<file path="src/rtl/fifo_wr_ctrl.sv">
// Write-side front end of the pixel line FIFO: turns a non-stallable pixel stream into
// FIFO writes, dropping the remainder of a line on overflow, with position and drop stats.
module fifo_wr_ctrl #(
  parameter int unsigned DATA_WD   = 10,
  parameter int unsigned PTR_WD    = 10,
  parameter int unsigned DEPTH     = 1024,
  parameter int unsigned LINE_PIX  = 640,
  parameter int unsigned AF_THRESH = 960
) (
  input  logic               w_clk_i,
  input  logic               w_rst_ni,
  input  logic               pix_valid_i,
  input  logic [DATA_WD-1:0] pix_data_i,
  input  logic               sof_i,
  input  logic               clr_ovf_i,
  input  logic               full_i,
  input  logic [PTR_WD-1:0]  data_cnt_w_i,
  output logic               w_en_o,
  output logic [DATA_WD-1:0] w_data_o,
  output logic               almost_full_o,
  output logic               overflow_o,
  output logic [15:0]        drop_cnt_o,
  output logic [9:0]         pix_x_o,
  output logic [9:0]         line_cnt_o
);

  typedef enum logic [1:0] {IDLE, ACTIVE, DROP_LINE} state_e;

  localparam logic [9:0]      LAST_X  = 10'(LINE_PIX - 1);
  localparam logic [PTR_WD:0] CNT_LIM = (PTR_WD + 1)'(DEPTH - 2);
  localparam logic [PTR_WD:0] AF_LIM  = (PTR_WD + 1)'(AF_THRESH);

  state_e             state_q, state_d, eval_state;
  logic [9:0]         x_q, x_d, line_q, line_d, pix_x_q, pix_x_d, cur_x, cur_line;
  logic               wen_q, wen_d, af_q, af_d, ovf_q, ovf_d;
  logic [DATA_WD-1:0] wdata_q, wdata_d;
  logic [15:0]        drop_q, drop_d;
  logic               space_ok, take, drop;

  assign space_ok = !full_i && ({1'b0, data_cnt_w_i} < CNT_LIM);

  always_comb begin
    state_d    = state_q;
    x_d        = x_q;
    line_d     = line_q;
    pix_x_d    = pix_x_q;
    wen_d      = 1'b0;
    wdata_d    = wdata_q;
    ovf_d      = ovf_q;
    drop_d     = drop_q;
    drop       = 1'b0;
    af_d       = full_i || ({1'b0, data_cnt_w_i} >= AF_LIM);
    take       = pix_valid_i && (sof_i || (state_q != IDLE));
    // A SOF pixel restarts position and is judged as if already ACTIVE.
    eval_state = sof_i ? ACTIVE : state_q;
    cur_x      = sof_i ? '0 : x_q;
    cur_line   = sof_i ? '0 : line_q;

    if (take) begin
      if ((eval_state == ACTIVE) && space_ok) begin
        wen_d   = 1'b1;
        wdata_d = pix_data_i;
        state_d = ACTIVE;
      end else begin
        drop    = 1'b1;
        state_d = DROP_LINE;
      end
      pix_x_d = cur_x;
      // End of line always re-arms writing, even if its last pixel was dropped.
      if (cur_x == LAST_X) begin
        x_d     = '0;
        line_d  = cur_line + 10'd1;
        state_d = ACTIVE;
      end else begin
        x_d    = cur_x + 10'd1;
        line_d = cur_line;
      end
    end

    if (clr_ovf_i) begin
      ovf_d  = drop;
      drop_d = {15'd0, drop};
    end else if (drop) begin
      ovf_d = 1'b1;
      if (drop_q != '1) drop_d = drop_q + 16'd1;
    end
  end

  always_ff @(posedge w_clk_i) begin
    if (!w_rst_ni) begin
      state_q <= IDLE;
      x_q     <= '0;
      line_q  <= '0;
      pix_x_q <= '0;
      wen_q   <= 1'b0;
      wdata_q <= '0;
      af_q    <= 1'b0;
      ovf_q   <= 1'b0;
      drop_q  <= '0;
    end else begin
      state_q <= state_d;
      x_q     <= x_d;
      line_q  <= line_d;
      pix_x_q <= pix_x_d;
      wen_q   <= wen_d;
      wdata_q <= wdata_d;
      af_q    <= af_d;
      ovf_q   <= ovf_d;
      drop_q  <= drop_d;
    end
  end

  assign w_en_o        = wen_q;
  assign w_data_o      = wdata_q;
  assign almost_full_o = af_q;
  assign overflow_o    = ovf_q;
  assign drop_cnt_o    = drop_q;
  assign pix_x_o       = pix_x_q;
  assign line_cnt_o    = line_q;

endmodule

</file>
<file path="config.mk">
export PLATFORM = sky130hd
export DESIGN_NAME = fifo_wr_ctrl
export DESIGN_NICKNAME = d
export VERILOG_FILES = /design/src/rtl/fifo_wr_ctrl.sv
export SDC_FILE = /design/constraint.sdc
export NUM_CORES = 1
export LEC_CHECK = 0
export BUFFER_PORTS_ARGS = -buffer_cell sky130_fd_sc_hd__buf_2
export CAP_MARGIN = 25
export CORE_ASPECT_RATIO = 1.1
export CORE_MARGIN = 2
export CORE_UTILIZATION = 53
export CTS_CLUSTER_DIAMETER = 80
export DETAILED_ROUTE_END_ITERATION = 6
export PLACE_DENSITY_LB_ADDON = 0.1
export SLEW_MARGIN = 0
export SYNTH_ARGS = -nofsm -noshare
export SYNTH_HDL_FRONTEND = slang
export SYNTH_SLANG_ARGS = --single-unit
</file>
<file path="constraint.sdc">
create_clock -name w_clk_i -period 2.65 [get_ports w_clk_i]
set_clock_uncertainty 0.1 [all_clocks]
set_input_delay 0.1325 -clock w_clk_i [delete_from_list [all_inputs] [get_ports w_clk_i]]
set_output_delay 0.1325 -clock w_clk_i [all_outputs]
set_load 0.01 [all_outputs]
</file>
==> reports/results.ini, run 1 <==
[logic_synthesis]
synth-main-ff-cell=dfxtp_1
synthAdderAreaFrac_pct=1.29
synthMuxAreaShare_pct=4.13
ys_types=51
synthXorXnorAreaFrac_pct=2.41
synth_top_cell_area_share_pct=42.0
synthSimpleGateAreaFrac_pct=29.8
syn_area_mm2=0.00291
syn-num-nets=380
synth_area_leader_cell=dfxtp_1
netlist_instances=351
yosys-top-cells-area=dfxtp_1 42%, nand2_1 5.4%, nor2_1 5.3%
synth_warnings=0
synth_top_family_by_area=simple AND/OR/NAND/NOR gates
synth_edf_count=0
synth.avg_cell_area_um2=8.28
ys_async_sr_fraction_pct=0
yosysSeqAreaShare_pct=42.0
synth_seq_cells=61
synth_compound_area_share_pct=16.8

[timing]
tns_ps=0
rsz0062_at_grt=no
period_share_pct=90.2
slew_headroom_pct=58.5
slew_violations=0
setup_viol=0
finalHoldWorstSlack_ps=13.6
tightest_slew_ps=623
fin_crit_ps=2390
hold_violations=0
fmax_mhz=418

[pwr]
p_sw_w=0.000502
p_comb_share_pct=7.7
p_leak_nw=1.50
power_density_mw_per_mm2=550
p_sw_share_pct=24.8
ir_drop_mv=0.352
intPower_w=0.00153
seq_power_share_pct=46.4
pwr-share-clk_pct=45.9

[floorplan]
dieArea_mm2=0.00609
row_count=28
dieWidth_um=74.6
io-pin-count=75
core_area_mm2=0.00533
die_y_um=81.7
start_util_pct=54.6

[cts]
clkSinkCount=61
cts-root-buf=clkbuf_8
clk_pin_slew_ps=80
post-cts-setup-buffers=0
postCtsResizedCells=0
tritoncts=built
clock_latency_ps=350
cts_htree_levels=3
numCtsBuffers=9
clockBufferDepth=2

[worst_setup_path]
critPathLaunchType=register
slowest_stage=nor4_1
cpPeakStageDelay_ps=500
crit_chain=nor2b_1 > ha_1 > and3_1 > nand4_2 > nor4_1 > xor2_1 > nor2_1
path_buf_inv=0
r2r_start=x_q[0]
r2r_slack_ps=260
reg2regPathDepth=7
cp_max_fo=16
cp.required_ps=2770
worstPathArrival_ps=2520
rr_endpoint=line_cnt_o[7]
critical_path_class=register to register
endpoint_kind=register
cpLargestDelayFamily=simple AND/OR/NAND/NOR gates

[drt]
drtIter0Drc=175
routed_via_density=5.55
totalWireLength_mm=7.08
drt_first_pass_iters=4
via_count=2866
antenna_left=0
route.detailed.drc=0
wire_per_inst_um=13.7

[hold_path]
hold_path_end=overflow_o
whs_path_depth=3
min_path_type=primary input to register
holdCritStartpoint=clr_ovf_i

[layout]
final_cells=516
n_antenna_cell=0
area_growth_pct=26.8
fin_util_pct=69.2
drive_gt1_share_pct=25.4
nets=465

[global_route]
grt_max_degree=45
grt_pass1_vias=2508
grt_pass1_wl_mm=11.3
overflow=0
antenna_found_initial=0
grt_use_total_pct=24.2

[placement]
gp_congestion=0.877
port_buffers=73
hpwl_mm=4.65
dp.cells=488

[status]
status=finished clean

[run]
cap_violations=0

==> power by group through the flow <==
stage | Combinational (W) | Sequential, W | Clock (W)
6_report | 0.000156 | 0.000941 | 0.000931
5_1_grt | 0.000173 | 0.000942 | 0.000989
4_1_cts | 0.000156 | 0.000940 | 0.000948
3_5_place_dp | 0.000142 | 0.000961 | 0
3_3_place_gp | 0.000141 | 0.000960 | 0
2_1_floorplan | 0.0000857 | 0.000963 | 0
==> registers in the layout, summed over array words and instances, names as in the netlist <==
register / flops
almost_full_o: 1
state_q: 2
w_data_o: 10
w_en_o: 1
overflow_o: 1
drop_cnt_o: 16
pix_x_o: 10
x_q: 10
line_cnt_o: 10
==> worst max path at each step <==
stage,cells past startpoint,to,startpoint
5_1_grt,7,line_cnt_o[9],x_q[0]
3_5_place_dp,7,line_cnt_o[8],x_q[0]
3_3_place_gp,7,line_cnt_o[9],x_q[0]
6_report,7,line_cnt_o[7],x_q[0]
4_1_cts,7,line_cnt_o[9],x_q[0]
2_1_floorplan,8,line_cnt_o[5],x_q[0]
==> repair_timing <==
item | in CTS | in global routing
endpoints found under the setup margin | 0 | 0
hold buffers | 12 | 0
hold endpoints to repair | 13 | 0
==> cell usage after synthesis (all sizes together) (3+ instances only) <==
| master | n |
|---|---|
| dfxtp | 61 |
| nand2 | 42 |
| nor2 | 41 |
| a21oi | 31 |
| nand3 | 17 |
| o21ai | 16 |
| nor3 | 13 |
| mux2i | 12 |
| nand4 | 9 |
| a31oi | 8 |
| buf | 8 |
| inv | 8 |
| nor2b | 8 |
| o31ai | 8 |
| xor2 | 8 |
| clkbuf | 7 |
| or4 | 7 |
| and3 | 6 |
| nor4 | 6 |
| and2 | 5 |
| ha | 3 |
| or3 | 3 |
==> area by class of cell <==
| class | count | area (um2) |
|---|---|---|
| well taps | 75 | 93.8 |
| multi-input cells | 267 | 1600 |
| repair buffers | 89 | 515 |
| flip-flops and latches | 61 | 1220 |
| clock buffers | 9 | 124 |
| clock inverters | 7 | 98.8 |
| fillers | 467 | 1640 |
| inverters | 8 | 30.0 |
==> worst min-delay path, stage by stage <==
cell	delay, ps
buf_2	120
nand2b_1	100
a21oi_1	60
==> cell families after synthesis <==
logic type	after synthesis
AND/OR/NAND/NOR	166
AO/OA/AOI/OAI	78
flip-flops	61
buffers and inverters	23
multiplexers	12
XOR/XNOR	8
adder cells (fa/ha/maj)	3
==> routing by layer <==
metal	vias up	track usage [%]	routed length (um)
li1	1438	-	-
met2	69	40.4	3490
met4	0	9.11	91
met5	-	0	0
met1	1349	29.1	3170
met3	10	7.24	330
==> stage by stage <==
step                      setup WS (ps)  power, W  instance area [um2]
after floorplan                     703   0.00105                 2910
after global placement              351   0.00110                 3340
after detailed placement            294   0.00110                 3340
after CTS                           276   0.00204                 3680
after global routing               17.3   0.00210                 3680
final                               258   0.00203                 3680
==> cells in the final DEF, fill, tap and decap left out, drive strengths merged, types with 3 or more instances in the layout <==
cell type / instances
inv: 9
ha: 3
nor3: 13
nand3: 17
buf: 77
mux2i: 12
nor4: 6
dfxtp: 61
o31ai: 8
nand2: 42
nor2: 41
and3: 6
or4: 7
o21ai: 16
a31oi: 8
clkbuf: 9
nand4: 9
a21oi: 31
or3: 3
and2: 5
clkinv: 3
nor2b: 8
dlygate4sd3: 12
xor2: 8
No activity file was read; power rests on OpenSTA's default activity.
==> run 2: changes to the inputs <==
ABC_AREA = 1   (was default)
==> run 2 against run 1 <==
Setup slack better by 330 ps. Die area is 4.7% higher. Area after synthesis is 4.9% higher. Non-clock buffer count is 1 higher. Global-route usage is 0.92 points higher. Sequential power is 2% higher. Critical path type unchanged. Critical endpoint is now line_cnt_o[3]. Largest power group unchanged.
==> reports/results.ini, run 2 <==
[worst_setup_path]
rr_endpoint=line_cnt_o[3]
worstPathArrival_ps=2210
endpoint_kind=register
crit_path_start=x_q[0]
crit_chain=inv_1 > nor2_1 > ha_1 > nand4_1 > nor2_1 > nand4_2 > nor2_1 > nand2_1 > nand2_1 > nor2_1
critPathLaunchType=register
r2r_slack_ps=590
cp_max_fo=5
crit_end=line_cnt_o[3]
crit_top_cell=nor2_1
cpPeakStageDelay_ps=330
slowest_stage=dfxtp_1
critical_path_class=register to register
reg2regPathDepth=10
r2r_start=x_q[0]
cp.required_ps=2800

[pwr]
p_sw_w=0.000531
pwr-share-clk_pct=44.5
power_density_mw_per_mm2=546
seq_power_share_pct=46.1
ir_drop_mv=0.367
intPower_w=0.00155
p_comb_share_pct=9.4
p_leak_nw=1.71
p_sw_share_pct=25.5

[logic_synthesis]
synth_edf_count=0
syn_area_mm2=0.00305
yosysSeqAreaShare_pct=40.1
syn-num-nets=476
ys_async_sr_fraction_pct=0
synth.avg_cell_area_um2=6.82
synth_most_common_cell=nand2_1
synth_commonest_cells=100 x nand2_1, 87 x nor2_1, 61 x dfxtp_1
netlist_instances=447
synth_warnings=0
synth_seq_cells=61
yosys-top-cells-area=dfxtp_1 40%, nand2_1 12%, nor2_1 11%
ys_types=37
synth-main-ff-cell=dfxtp_1
synth_area_leader_cell=dfxtp_1
synth_top_cell_area_share_pct=40.1

[cts]
post-cts-setup-buffers=0
cts_htree_levels=3
clock_latency_ps=350
tritoncts=built
clk_pin_slew_ps=70
clkSinkCount=61
numCtsBuffers=9
clockBufferDepth=2
cts-root-buf=clkbuf_8

[timing]
fin_crit_ps=2060
tightest_slew_ps=536
finalHoldWorstSlack_ps=24.1
fmax_mhz=485
hold_violations=0
period_share_pct=77.8
rsz0062_at_grt=no
slew_headroom_pct=64.2
setup_viol=0
slew_violations=0
tns_ps=0

[layout]
final_cells=614
fin_util_pct=69.8
drive_gt1_share_pct=20.4
n_fill_cell=512
nets=563
largest_register_ffs=16
area_growth_pct=25.2
final_cell_mix=100 x nand2_1, 87 x nor2_1, 73 x buf_2, 61 x dfxtp_1, 42 x inv_1
n_antenna_cell=0
layout_commonest_cell=nand2_1

[drt]
drt_first_pass_iters=7
wire_per_inst_um=12.0
routed_via_density=5.14
totalWireLength_mm=7.35
antenna_left=0
drtIter0Drc=164
via_count=3154
route.detailed.drc=0

[floorplan]
row_count=28
start_util_pct=55.8
dieWidth_um=76.3
die_y_um=83.5
core_area_mm2=0.00547
io-pin-count=75
dieArea_mm2=0.00637

[run]
cap_violations=0

[global_route]
overflow=0
antenna_found_initial=0
grt_pass1_vias=2962
grt_use_total_pct=25.1
grt_pass1_wl_mm=13.2
grt_max_degree=32

[placement]
gp_congestion=0.823
hpwl_mm=4.94
port_buffers=73
dp.cells=585

[status]
status=finished clean

[hold_path]
min_path_type=primary input to register

[run 2: cell count changes in the layout (fill, tap and decap cells not counted), moves of 7 or more]
cell | previous run | this run
nand2_1 | 42 | 100
nor2_1 | 41 | 87
inv_1 | 7 | 42
mux2i_1 | 12 | 0
nand3_1 | 16 | 26
o21ai_0 | 13 | 22
a31oi_1 | 8 | 0
nor2b_1 | 8 | 0
o31ai_1 | 7 | 0
or4_1 | 7 | 0
[run 2: how the worst min path moves through the flow]
stage	startpoint	slack, ps	end	cells past startpoint
after detailed placement	pix_data_i[0]	260	w_data_o[0]	3
final	data_cnt_w_i[6]	20	almost_full_o	5
after global routing	data_cnt_w_i[7]	80	almost_full_o	5
after CTS	data_cnt_w_i[6]	20	almost_full_o	5
after floorplan	full_i	150	almost_full_o	2
after global placement	pix_data_i[4]	250	w_data_o[4]	3
[run 2: metal layers]
layer / track usage [%] / wire length, um / up-vias
li1: - / - / 1612
met1: 31.9 / 3390 / 1434
met5: 0 / 0 / -
met2: 40.5 / 3420 / 96
met3: 5.74 / 432 / 12
met4: 11.4 / 111 / 0
[run 2: power by group through the flow]
stage	Combinational [W]	Clock [W]	Sequential, W
global route	0.000222	0.000981	0.000963
global placement	0.000178	0	0.000979
floorplan	0.000103	0	0.000991
finish	0.000197	0.000926	0.000960
CTS	0.000195	0.000943	0.000960
detailed placement	0.000180	0	0.000980
[run 2: critical path, delay by kind of cell (launching register included)]
family	cells	cell delay, ps
fa+ha+maj	1	270
buf+inv	1	40
flops	1	330
simple gates	8	1230
[run 2: metrics by stage]
step           total power, W  setup WS (ps)  cell area [um2]
2_1_floorplan         0.00109            932             3050
3_3_place_gp          0.00116            643             3460
3_5_place_dp          0.00116            584             3460
4_1_cts               0.00210            599             3820
5_1_grt               0.00216            387             3820
6_report              0.00208            588             3820
[run 2: final cells by class]
type                            count  area (um2)  area share, %
Inverter                           46         173           4.52
Clock buffer                        9         124           3.25
Timing Repair Buffer               90         526           13.8
Clock inverter                      7         100           2.62
Sequential cell                    61        1220           32.0
Tap cell                           75        93.8           2.46
Multi-Input combinational cell    326        1580           41.4
[run 2: cell families (layout without fill, tap and decap cells)]
logic type / Yosys count / count (layout) / share of synthesized area [%]
AO/OA/AOI/OAI: 63 / 63 / 11.5
AND/OR/NAND/NOR: 248 / 248 / 35.6
adder cells (fa/ha/maj): 3 / 3 / 1.23
flip-flops: 61 / 61 / 40.1
XOR/XNOR: 12 / 12 / 3.45
buffers and inverters: 60 / 152 / 8.13
[run 2: repair_timing]
action / CTS / global route
hold endpoints to repair: 14 / 0
hold buffers: 13 / 0
gates resized for setup: 0 / 0
